### src/rtl/vrased_rst_ctrl_if.sv
// Bundle of the VRASED violation inputs, CPU PC and the reset-controller outputs.
interface vrased_rst_ctrl_if #(
  parameter int unsigned CNT_W = 8
);
  logic             viol;
  logic [5:0]       viol_src;
  logic [15:0]      pc;
  logic             cause_clr;
  logic             puc_req;
  logic [5:0]       cause;
  logic             fetch_to;
  logic [CNT_W-1:0] viol_cnt;
  logic [1:0]       state;

  // Driver side: monitor/CPU/debug host.
  modport master (
    output viol, viol_src, pc, cause_clr,
    input  puc_req, cause, fetch_to, viol_cnt, state
  );

  // Reset controller side.
  modport slave (
    input  viol, viol_src, pc, cause_clr,
    output puc_req, cause, fetch_to, viol_cnt, state
  );
endinterface

### src/rtl/vrased_rst_ctrl.sv
// Turns VRASED violations into a stretched PUC request, confirms the CPU
// restarts at the reset handler, and keeps sticky cause / event-count state.
module vrased_rst_ctrl #(
  parameter logic [15:0] RESET_HANDLER = 16'h0000,
  parameter int unsigned HOLD_CYCLES   = 8,
  parameter int unsigned FETCH_TIMEOUT = 16,
  parameter int unsigned CNT_W         = 8
) (
  input  logic              clk,
  input  logic              reset_n,
  vrased_rst_ctrl_if.slave  bus
);

  localparam int unsigned TMR_W = 8;
  localparam logic [TMR_W-1:0] HOLD_LAST = TMR_W'(HOLD_CYCLES - 1);
  localparam logic [TMR_W-1:0] TMO_LAST  = TMR_W'(FETCH_TIMEOUT - 1);
  localparam logic [CNT_W-1:0] CNT_MAX   = '1;

  typedef enum logic [1:0] {
    IDLE       = 2'd0,
    HOLD       = 2'd1,
    WAIT_FETCH = 2'd2,
    BAD        = 2'd3
  } state_t;

  state_t           state_q, state_d;
  logic [TMR_W-1:0] hold_q, hold_d;
  logic [TMR_W-1:0] tmo_q, tmo_d;
  logic [5:0]       cause_q, cause_d;
  logic             fetch_to_q, fetch_to_d;
  logic [CNT_W-1:0] cnt_q, cnt_d;
  logic [CNT_W-1:0] cnt_inc_c;
  logic             puc_q;

  // Saturating increment of the violation-event counter.
  always_comb begin
    cnt_inc_c = (cnt_q == CNT_MAX) ? cnt_q : cnt_q + CNT_W'(1);
  end

  // Next-state and next-value logic for all registered outputs.
  always_comb begin
    state_d    = state_q;
    hold_d     = hold_q;
    tmo_d      = tmo_q;
    cause_d    = cause_q;
    fetch_to_d = fetch_to_q;
    cnt_d      = cnt_q;
    case (state_q)
      IDLE: begin
        // Clear is applied before any same-cycle violation is merged in.
        if (bus.cause_clr) begin
          cause_d    = '0;
          fetch_to_d = 1'b0;
        end
        if (bus.viol) begin
          state_d = HOLD;
          cause_d = cause_d | bus.viol_src;
          cnt_d   = cnt_inc_c;
          hold_d  = '0;
        end
      end
      HOLD: begin
        // A violation while holding extends the same event.
        if (bus.viol) begin
          cause_d = cause_q | bus.viol_src;
          hold_d  = '0;
        end else if (hold_q == HOLD_LAST) begin
          state_d = WAIT_FETCH;
          tmo_d   = '0;
        end else begin
          hold_d = hold_q + TMR_W'(1);
        end
      end
      WAIT_FETCH: begin
        // Violation wins over a simultaneous restart observation.
        if (bus.viol) begin
          state_d = HOLD;
          cause_d = cause_q | bus.viol_src;
          cnt_d   = cnt_inc_c;
          hold_d  = '0;
        end else if (bus.pc == RESET_HANDLER) begin
          state_d = IDLE;
        end else if (tmo_q == TMO_LAST) begin
          state_d    = HOLD;
          fetch_to_d = 1'b1;
          hold_d     = '0;
        end else begin
          tmo_d = tmo_q + TMR_W'(1);
        end
      end
      default: begin
        state_d = HOLD;
        hold_d  = '0;
      end
    endcase
  end

  // State and output registers.
  always_ff @(posedge clk or negedge reset_n) begin
    if (!reset_n) begin
      state_q    <= IDLE;
      hold_q     <= '0;
      tmo_q      <= '0;
      cause_q    <= '0;
      fetch_to_q <= 1'b0;
      cnt_q      <= '0;
      puc_q      <= 1'b0;
    end else begin
      state_q    <= state_d;
      hold_q     <= hold_d;
      tmo_q      <= tmo_d;
      cause_q    <= cause_d;
      fetch_to_q <= fetch_to_d;
      cnt_q      <= cnt_d;
      puc_q      <= (state_d == HOLD);
    end
  end

  assign bus.puc_req  = puc_q;
  assign bus.cause    = cause_q;
  assign bus.fetch_to = fetch_to_q;
  assign bus.viol_cnt = cnt_q;
  assign bus.state    = state_q;

endmodule

### src/flat_wrapper.sv
// flat-port wrapper written by rule: the top's interface ports become plain ports
module vrased_rst_ctrl_flat 
#(
  parameter logic [15:0] RESET_HANDLER = 16'h0000,
  parameter int unsigned HOLD_CYCLES   = 8,
  parameter int unsigned FETCH_TIMEOUT = 16,
  parameter int unsigned CNT_W         = 8
)
  (clk, reset_n, bus_viol, bus_viol_src, bus_pc, bus_cause_clr, bus_puc_req, bus_cause, bus_fetch_to, bus_viol_cnt, bus_state);
  vrased_rst_ctrl_if #(.CNT_W(CNT_W)) bus_i ();
  input  logic clk;
  input  logic reset_n;
  input wire logic [$bits(bus_i.viol)-1:0] bus_viol;
  input wire logic [$bits(bus_i.viol_src)-1:0] bus_viol_src;
  input wire logic [$bits(bus_i.pc)-1:0] bus_pc;
  input wire logic [$bits(bus_i.cause_clr)-1:0] bus_cause_clr;
  output wire logic [$bits(bus_i.puc_req)-1:0] bus_puc_req;
  output wire logic [$bits(bus_i.cause)-1:0] bus_cause;
  output wire logic [$bits(bus_i.fetch_to)-1:0] bus_fetch_to;
  output wire logic [$bits(bus_i.viol_cnt)-1:0] bus_viol_cnt;
  output wire logic [$bits(bus_i.state)-1:0] bus_state;
  assign bus_i.viol = bus_viol;
  assign bus_i.viol_src = bus_viol_src;
  assign bus_i.pc = bus_pc;
  assign bus_i.cause_clr = bus_cause_clr;
  assign bus_puc_req = bus_i.puc_req;
  assign bus_cause = bus_i.cause;
  assign bus_fetch_to = bus_i.fetch_to;
  assign bus_viol_cnt = bus_i.viol_cnt;
  assign bus_state = bus_i.state;
  vrased_rst_ctrl #(.RESET_HANDLER(RESET_HANDLER), .HOLD_CYCLES(HOLD_CYCLES), .FETCH_TIMEOUT(FETCH_TIMEOUT), .CNT_W(CNT_W)) u_core (.clk(clk), .reset_n(reset_n), .bus(bus_i));
endmodule
### config.mk
export PLATFORM = sky130hd
export DESIGN_NAME = vrased_rst_ctrl_flat
export DESIGN_NICKNAME = d
export VERILOG_FILES = /design/src/rtl/vrased_rst_ctrl_if.sv /design/src/rtl/vrased_rst_ctrl.sv /design/src/flat_wrapper.sv
export SDC_FILE = /design/constraint.sdc
export NUM_CORES = 1
export LEC_CHECK = 0
export BUFFER_PORTS_ARGS = -buffer_cell sky130_fd_sc_hd__buf_4
export CORE_MARGIN = 5
export CORE_UTILIZATION = 25
export DETAILED_ROUTE_END_ITERATION = 8
export GPL_ROUTABILITY_DRIVEN = 0
export SYNTH_ARGS = -nofsm -noshare
export SYNTH_HDL_FRONTEND = slang
export SYNTH_SLANG_ARGS = --single-unit
### constraint.sdc
create_clock -name clk -period 4.4 [get_ports clk]
set_clock_uncertainty 0.1 [all_clocks]
set_input_delay 0.22 -clock clk [delete_from_list [all_inputs] [get_ports clk]]
set_output_delay 0.22 -clock clk [all_outputs]
set_load 0.01 [all_outputs]
Word-level counts from Yosys, hierarchy flattened
Cells that the tools add are included.
Widths: inputs -> output; s select.

operators by class
  add/subtract/negate cells = 3
  equal/unequal tests = 18
  multiplexer cells = 30
  bitwise logic cells = 3
  reductions and logical operators = 12

operators by type and width
  operator             count
  $mux 8               11
  $add 8x1->8 const B  3
  $mux 6               4
  $pmux 8 s3           1
  $logic_not 16->1     1
  $pmux 8 s2           1
  $mux 2               6
  $ne 2x2->1 const B   6
  $or 6x6->6           2
  $pmux 6 s2           1
  $eq 8x3->1 const B   1
  $eq 8x4->1 const B   1
  $eq 8x8->1 const B   1
  $ne 2x1->1 const B   3
  $ne 3x3->1 const B   2
  $pmux 2 s3           1
  $reduce_and 6->1     1
  $reduce_bool 2->1    3
  $reduce_and 5->1     1
  $eq 2x1->1 const B   2
  $mux 1               4
  $reduce_and 4->1     1
  $reduce_or 2->1      2
  $ne 3x2->1 const B   1
  6 further kinds      6

storage, ports and cells
  flip-flop bits (word level) = 34
  input bits = 26
  output and inout port bits = 18

Depth between registers and ports, before layout
  word-level depth = 6
  gate-level depth with buffers = 7
  gate-level depth less buffers = 7

Least setup slack after synthesis
Ideal clock, no wire load.

  path type = register -> register
  from = register u_core.hold_q[5]
  to = register u_core.tmo_q[7]
  library setup time = 69 ps
  arrival = 1912 ps
  required time = 4231 ps
  slack = 2319 ps
  stages on the path, launching flop included = 6
  period minus slack after synthesis = 2081 ps
  path through = dfrtp_1 -> or4_4 -> o41ai_4 -> nand3_2 -> or4_1 -> nand3_1

on the way
  longest elaborated chain between the ends = 3

ends and longest elaborated chain
  what                        RTL line                RTL
  start: declaration          vrased_rst_ctrl.sv:27   logic [TMR_W-1:0] hold_q, hold_d;
  start signal: assignment    vrased_rst_ctrl.sv:110  hold_q <= hold_d;
  $eq 8x3->1                  vrased_rst_ctrl.sv:67   end else if (hold_q == HOLD_LAST) begin
  $ne 2x1->1 (no line)        n/a
  $reduce_and 6->1 (no line)  n/a
  end signal: assignment      vrased_rst_ctrl.sv:111  tmo_q <= tmo_d;
  end: declaration            vrased_rst_ctrl.sv:28   logic [TMR_W-1:0] tmo_q, tmo_d;

No other way between the ends.
A chain may end at the register's enable or synchronous reset.

Worst setup path in the final report
  from = register u_core.state_q[0] (netlist: u_core.bus.state[0])
  to = register u_core.cnt_q[7] (netlist: u_core.bus.viol_cnt[7])

on the way
  longest elaborated chain between the ends = 3
  elaborated cells between the ends (all ways) = 4

ends and longest elaborated chain
  what                                           RTL line                RTL
  start: declaration                             vrased_rst_ctrl.sv:26   state_t state_q, state_d;
  start signal: assignment                       vrased_rst_ctrl.sv:109  state_q <= state_d;
  $eq 2x2->1 or $logic_not 2->1 (tied branches)  vrased_rst_ctrl.sv:48   case (state_q)
  $reduce_or 2->1 (no line) *                    n/a
  $reduce_and 3->1 (no line) *                   n/a
  end signal: assignment                         vrased_rst_ctrl.sv:114  cnt_q <= cnt_d;
  end: declaration                               vrased_rst_ctrl.sv:31   logic [CNT_W-1:0] cnt_q, cnt_d;

Mark *: on every way between the ends. The rest lies on a longest branch, timed or not.

==> results by group <==
Outcome
  • Status: finished clean

Die
  • Starting density of the core: 25.3%
  • Die Y: 97.8 um
  • IO Pins: 44
  • Core Region: 7610 um^2
  • Die area: 9570 um^2
  • Rows: 32
  • Die X: 97.8 um

CTS
  • CTS tree: built
  • CTS max path bufs: 2
  • CTS sink cnt: 34
  • Number of H-tree levels: 2
  • TritonCTS Buffers: 5
  • Worst-path clk slew: 70 ps
  • Resized Gates After CTS: 0
  • Clock tree root buffer cell: clkbuf_8
  • Worst-Skew Late Latency: between 200 and 300 ps

Logic synthesis
  • Register area share after synthesis: between 40% and 50%
  • Synth Net Count: 235
  • Synth Area per Inst: roughly 9.5 um^2
  • Ys Warns: 0
  • Post-Syn Instances: 202
  • Ys async rst share: 100%
  • Synth Cell Area: 1930 um^2
  • Yosys reg bits: 34
  • Post-synth EDFFs: 0
  • Top FF cell, synth: dfrtp_1
  • Yosys cell types: 45

Setup path
  • Critical-path cell list: inv_1 -> ha_1 -> o21ai_0 -> a31oi_1 -> nand4_1 -> nor2_1 -> xor2_1
  • Arrival @ worst endpoint: roughly 2600 ps
  • CP max-delay cell: ha_1
  • Critical path buffer and inverter count: 1
  • Critical path class: flop to flop
  • Setup crit end kind: flop
  • Req. time, crit path: ~4500 ps
  • Worst Path Max Fanout: 21
  • CP delay by family, top: compound AO/OA/AOI/OAI gates
  • Startpoint types: flop
  • CP peak stage delay: around 590 ps

Power and ir drop
  • Int Power: between 700 and 800 uW
  • Sw Ratio: 35.9%
  • Pwr Density: ~450 nW/um^2
  • Clock network power share: 21.0%
  • Flop pwr share: around two fifths
  • Sw Pwr: roughly 400 uW
  • Static leakage: 0.00111 uW
  • Worst VDD drop: 0.136 mV
  • Comb pwr share: 38.7%

Drt
  • DR WL/cell: around 13 um
  • Final wirelength: 4390 um
  • DRT iter0 DRCs: 76
  • Post-route ant nets: 0
  • DR vias/cell: 4.77
  • Routed via count: 1670
  • DRT Pass-1 Iters: 4
  • Drt drc: 0

STA
  • Max-slew violations: 0
  • Final min period: between 2000 and 3000 ps
  • Setup_tns: 0 ps
  • # setup viols final: 0
  • Worst slew pin tran: 687 ps
  • FMAX: around 0.40 GHz
  • Slew HR: approximately 54%
  • RSZ-0062 raised after global routing: no
  • Fin crit share: 57.4%
  • Fin. Hold Viols: 0

Layout
  • Fill count: slightly above 800
  • ANT cells: 0
  • Reg area: around 850 um^2
  • Share of cells above drive strength 1: 24.6%
  • Nets: 280
  • P&R area growth vs syn: 27.4%
  • Utilization after layout: about a third
  • Area of the multi-input gates: 1030 um^2

Min path
  • Hold/Removal Path Class: primary input to flop

GRT
  • Vias in the first global route: ~1600
  • All-Layer GR Usage: 9.52%
  • Largest net degree at the start of global routing: 35
  • Total grt overflow: 0
  • First-pass GRT wire length: 7670 um
  • Antenna violations before repair: 0

Run
  • Maxcap violations: 0

Placement
  • Port Buf Inserts: 43
  • DP HPWL: 3290 um
-- layer usage --
layer	wire [um]	track usage (%)
met5	0	0
met3	188	3.07
met2	2230	15.9
met4	25	2.98
met1	1950	11.7
-- cells in the mapped netlist (2+ instances only) --
master    number  area share (%)
a211o_1        2            0.91
a21oi_1        5             1.3
a22oi_1        7             2.7
a31oi_1        4             1.3
and2_1         3            0.97
and3_1         5             1.6
clkbuf_1       6             1.2
dfrtp_1       34              44
ha_1           7             4.5
inv_1          7             1.4
mux2_2         2             1.2
nand2_1       18             3.5
nand2b_1       2            0.65
nand3_1        7             1.8
nand4_1        6             1.9
nor2_1        25             4.9
nor2b_1        2            0.65
nor4_1         7             2.3
o21ai_0       12             3.1
o31ai_1        7             2.7
or3_1          4             1.3
or4_1          2            0.78
xnor2_1        4             1.8
xor2_1         3             1.4
-- layout make-up --
type                       count  area share [%]
multi-input combinational    155            41.9
sequential                    34            34.6
timing repair buffer          44            13.5
tap                          102            5.19
clock buffer                   7            3.51
inverter                       7            1.07
clock inverter                 1           0.204
-- repair_timing --
action / CTS / global route
buffers inserted: 0 / 0
endpoints found under the hold margin: 34 / 0
hold buffers: 1 / 0
-- power by group through the flow --
stage | combinational (uW) | sequential, uW | clock [uW]
global route | 483 | 461 | 255
CTS | 440 | 449 | 243
detailed placement | 438 | 454 | 0
floorplan | 230 | 477 | 0
global placement | 434 | 452 | 0
finish | 431 | 449 | 234
-- cell families (layout without fill, tap and decap cells) --
kind of cell	Yosys count	after routing	synth area share (%)
compound gates	49	49	19.2
mux	3	3	1.69
buf+inv	13	59	2.53
xor+xnor	7	7	3.18
flops	34	34	44.1
fa+ha+maj	7	7	4.54
simple gates	89	89	24.7
-- metrics by stage --
step                      area, um^2  power [uW]  hold slack, ps  setup WS (ps)  instances
after floorplan                 1930         707            -176           2320        202
after detailed placement        2360         892             103           1860        341
final                           2460        1110             120           1870        350
after CTS                       2460        1130             114           1860        350
after global placement          2360         886             103           1970        341
after global routing            2460        1200             141           1560        350
-- tightest hold or removal path, cell delays in order --
cell	delay, ps
buf_4	80
a22oi_1	70
nor2_1	100
-- worst paths after layout --
| kind | cells past startpoint | start | slack [ps] | to |
|---|---|---|---|---|
| worst max register to register | 7 | u_core.bus.state[0]$_DFF_PN0_ | 1870 | u_core.bus.viol_cnt[7]$_DFFE_PN0P_ |
| min in group asynchronous | 2 | reset_n | 320 | u_core.hold_q[6]$_DFFE_PN0P_ |
| worst max-delay path | 7 | u_core.bus.state[0]$_DFF_PN0_ | 1870 | u_core.bus.viol_cnt[7]$_DFFE_PN0P_ |
| max in group asynchronous | 2 | reset_n | 3560 | u_core.bus.viol_cnt[6]$_DFFE_PN0P_ |
| worst min register to register | 1 | u_core.bus.viol_cnt[5]$_DFFE_PN0P_ | 390 | u_core.bus.viol_cnt[5]$_DFFE_PN0P_ |
| worst min-delay path | 3 | bus_viol_src[4] | 120 | u_core.bus.cause[4]$_DFFE_PN0P_ |
-- flip-flops by register name (all words and copies together) (netlist names) --
name,cells
u_core.bus.fetch_to,1
u_core.bus.puc_req,1
u_core.bus.cause,6
u_core.bus.state,2
u_core.tmo_q,8
u_core.hold_q,8
u_core.bus.viol_cnt,8
-- cell usage in the layout, fill, tap and decap left out, types with 2 or more instances in the layout --
cell	Yosys	routed
nand2_1	18	18
clkbuf_8	0	6
ha_1	7	7
nor2_1	25	25
nand3_1	7	7
a31oi_1	4	4
xor2_1	3	3
inv_1	7	7
a211o_1	2	2
nand4_1	6	6
nor2b_1	2	2
dfrtp_1	34	34
nand2b_1	2	2
or4_1	2	2
or3_1	4	4
xnor2_1	4	4
buf_4	0	43
mux2_2	2	2
and3_1	5	5
o21ai_0	12	12
and2_1	3	3
o31ai_1	7	7
a21oi_1	5	5
nor4_1	7	7
a22oi_1	7	7
Power figures use the tool's default switching activity.
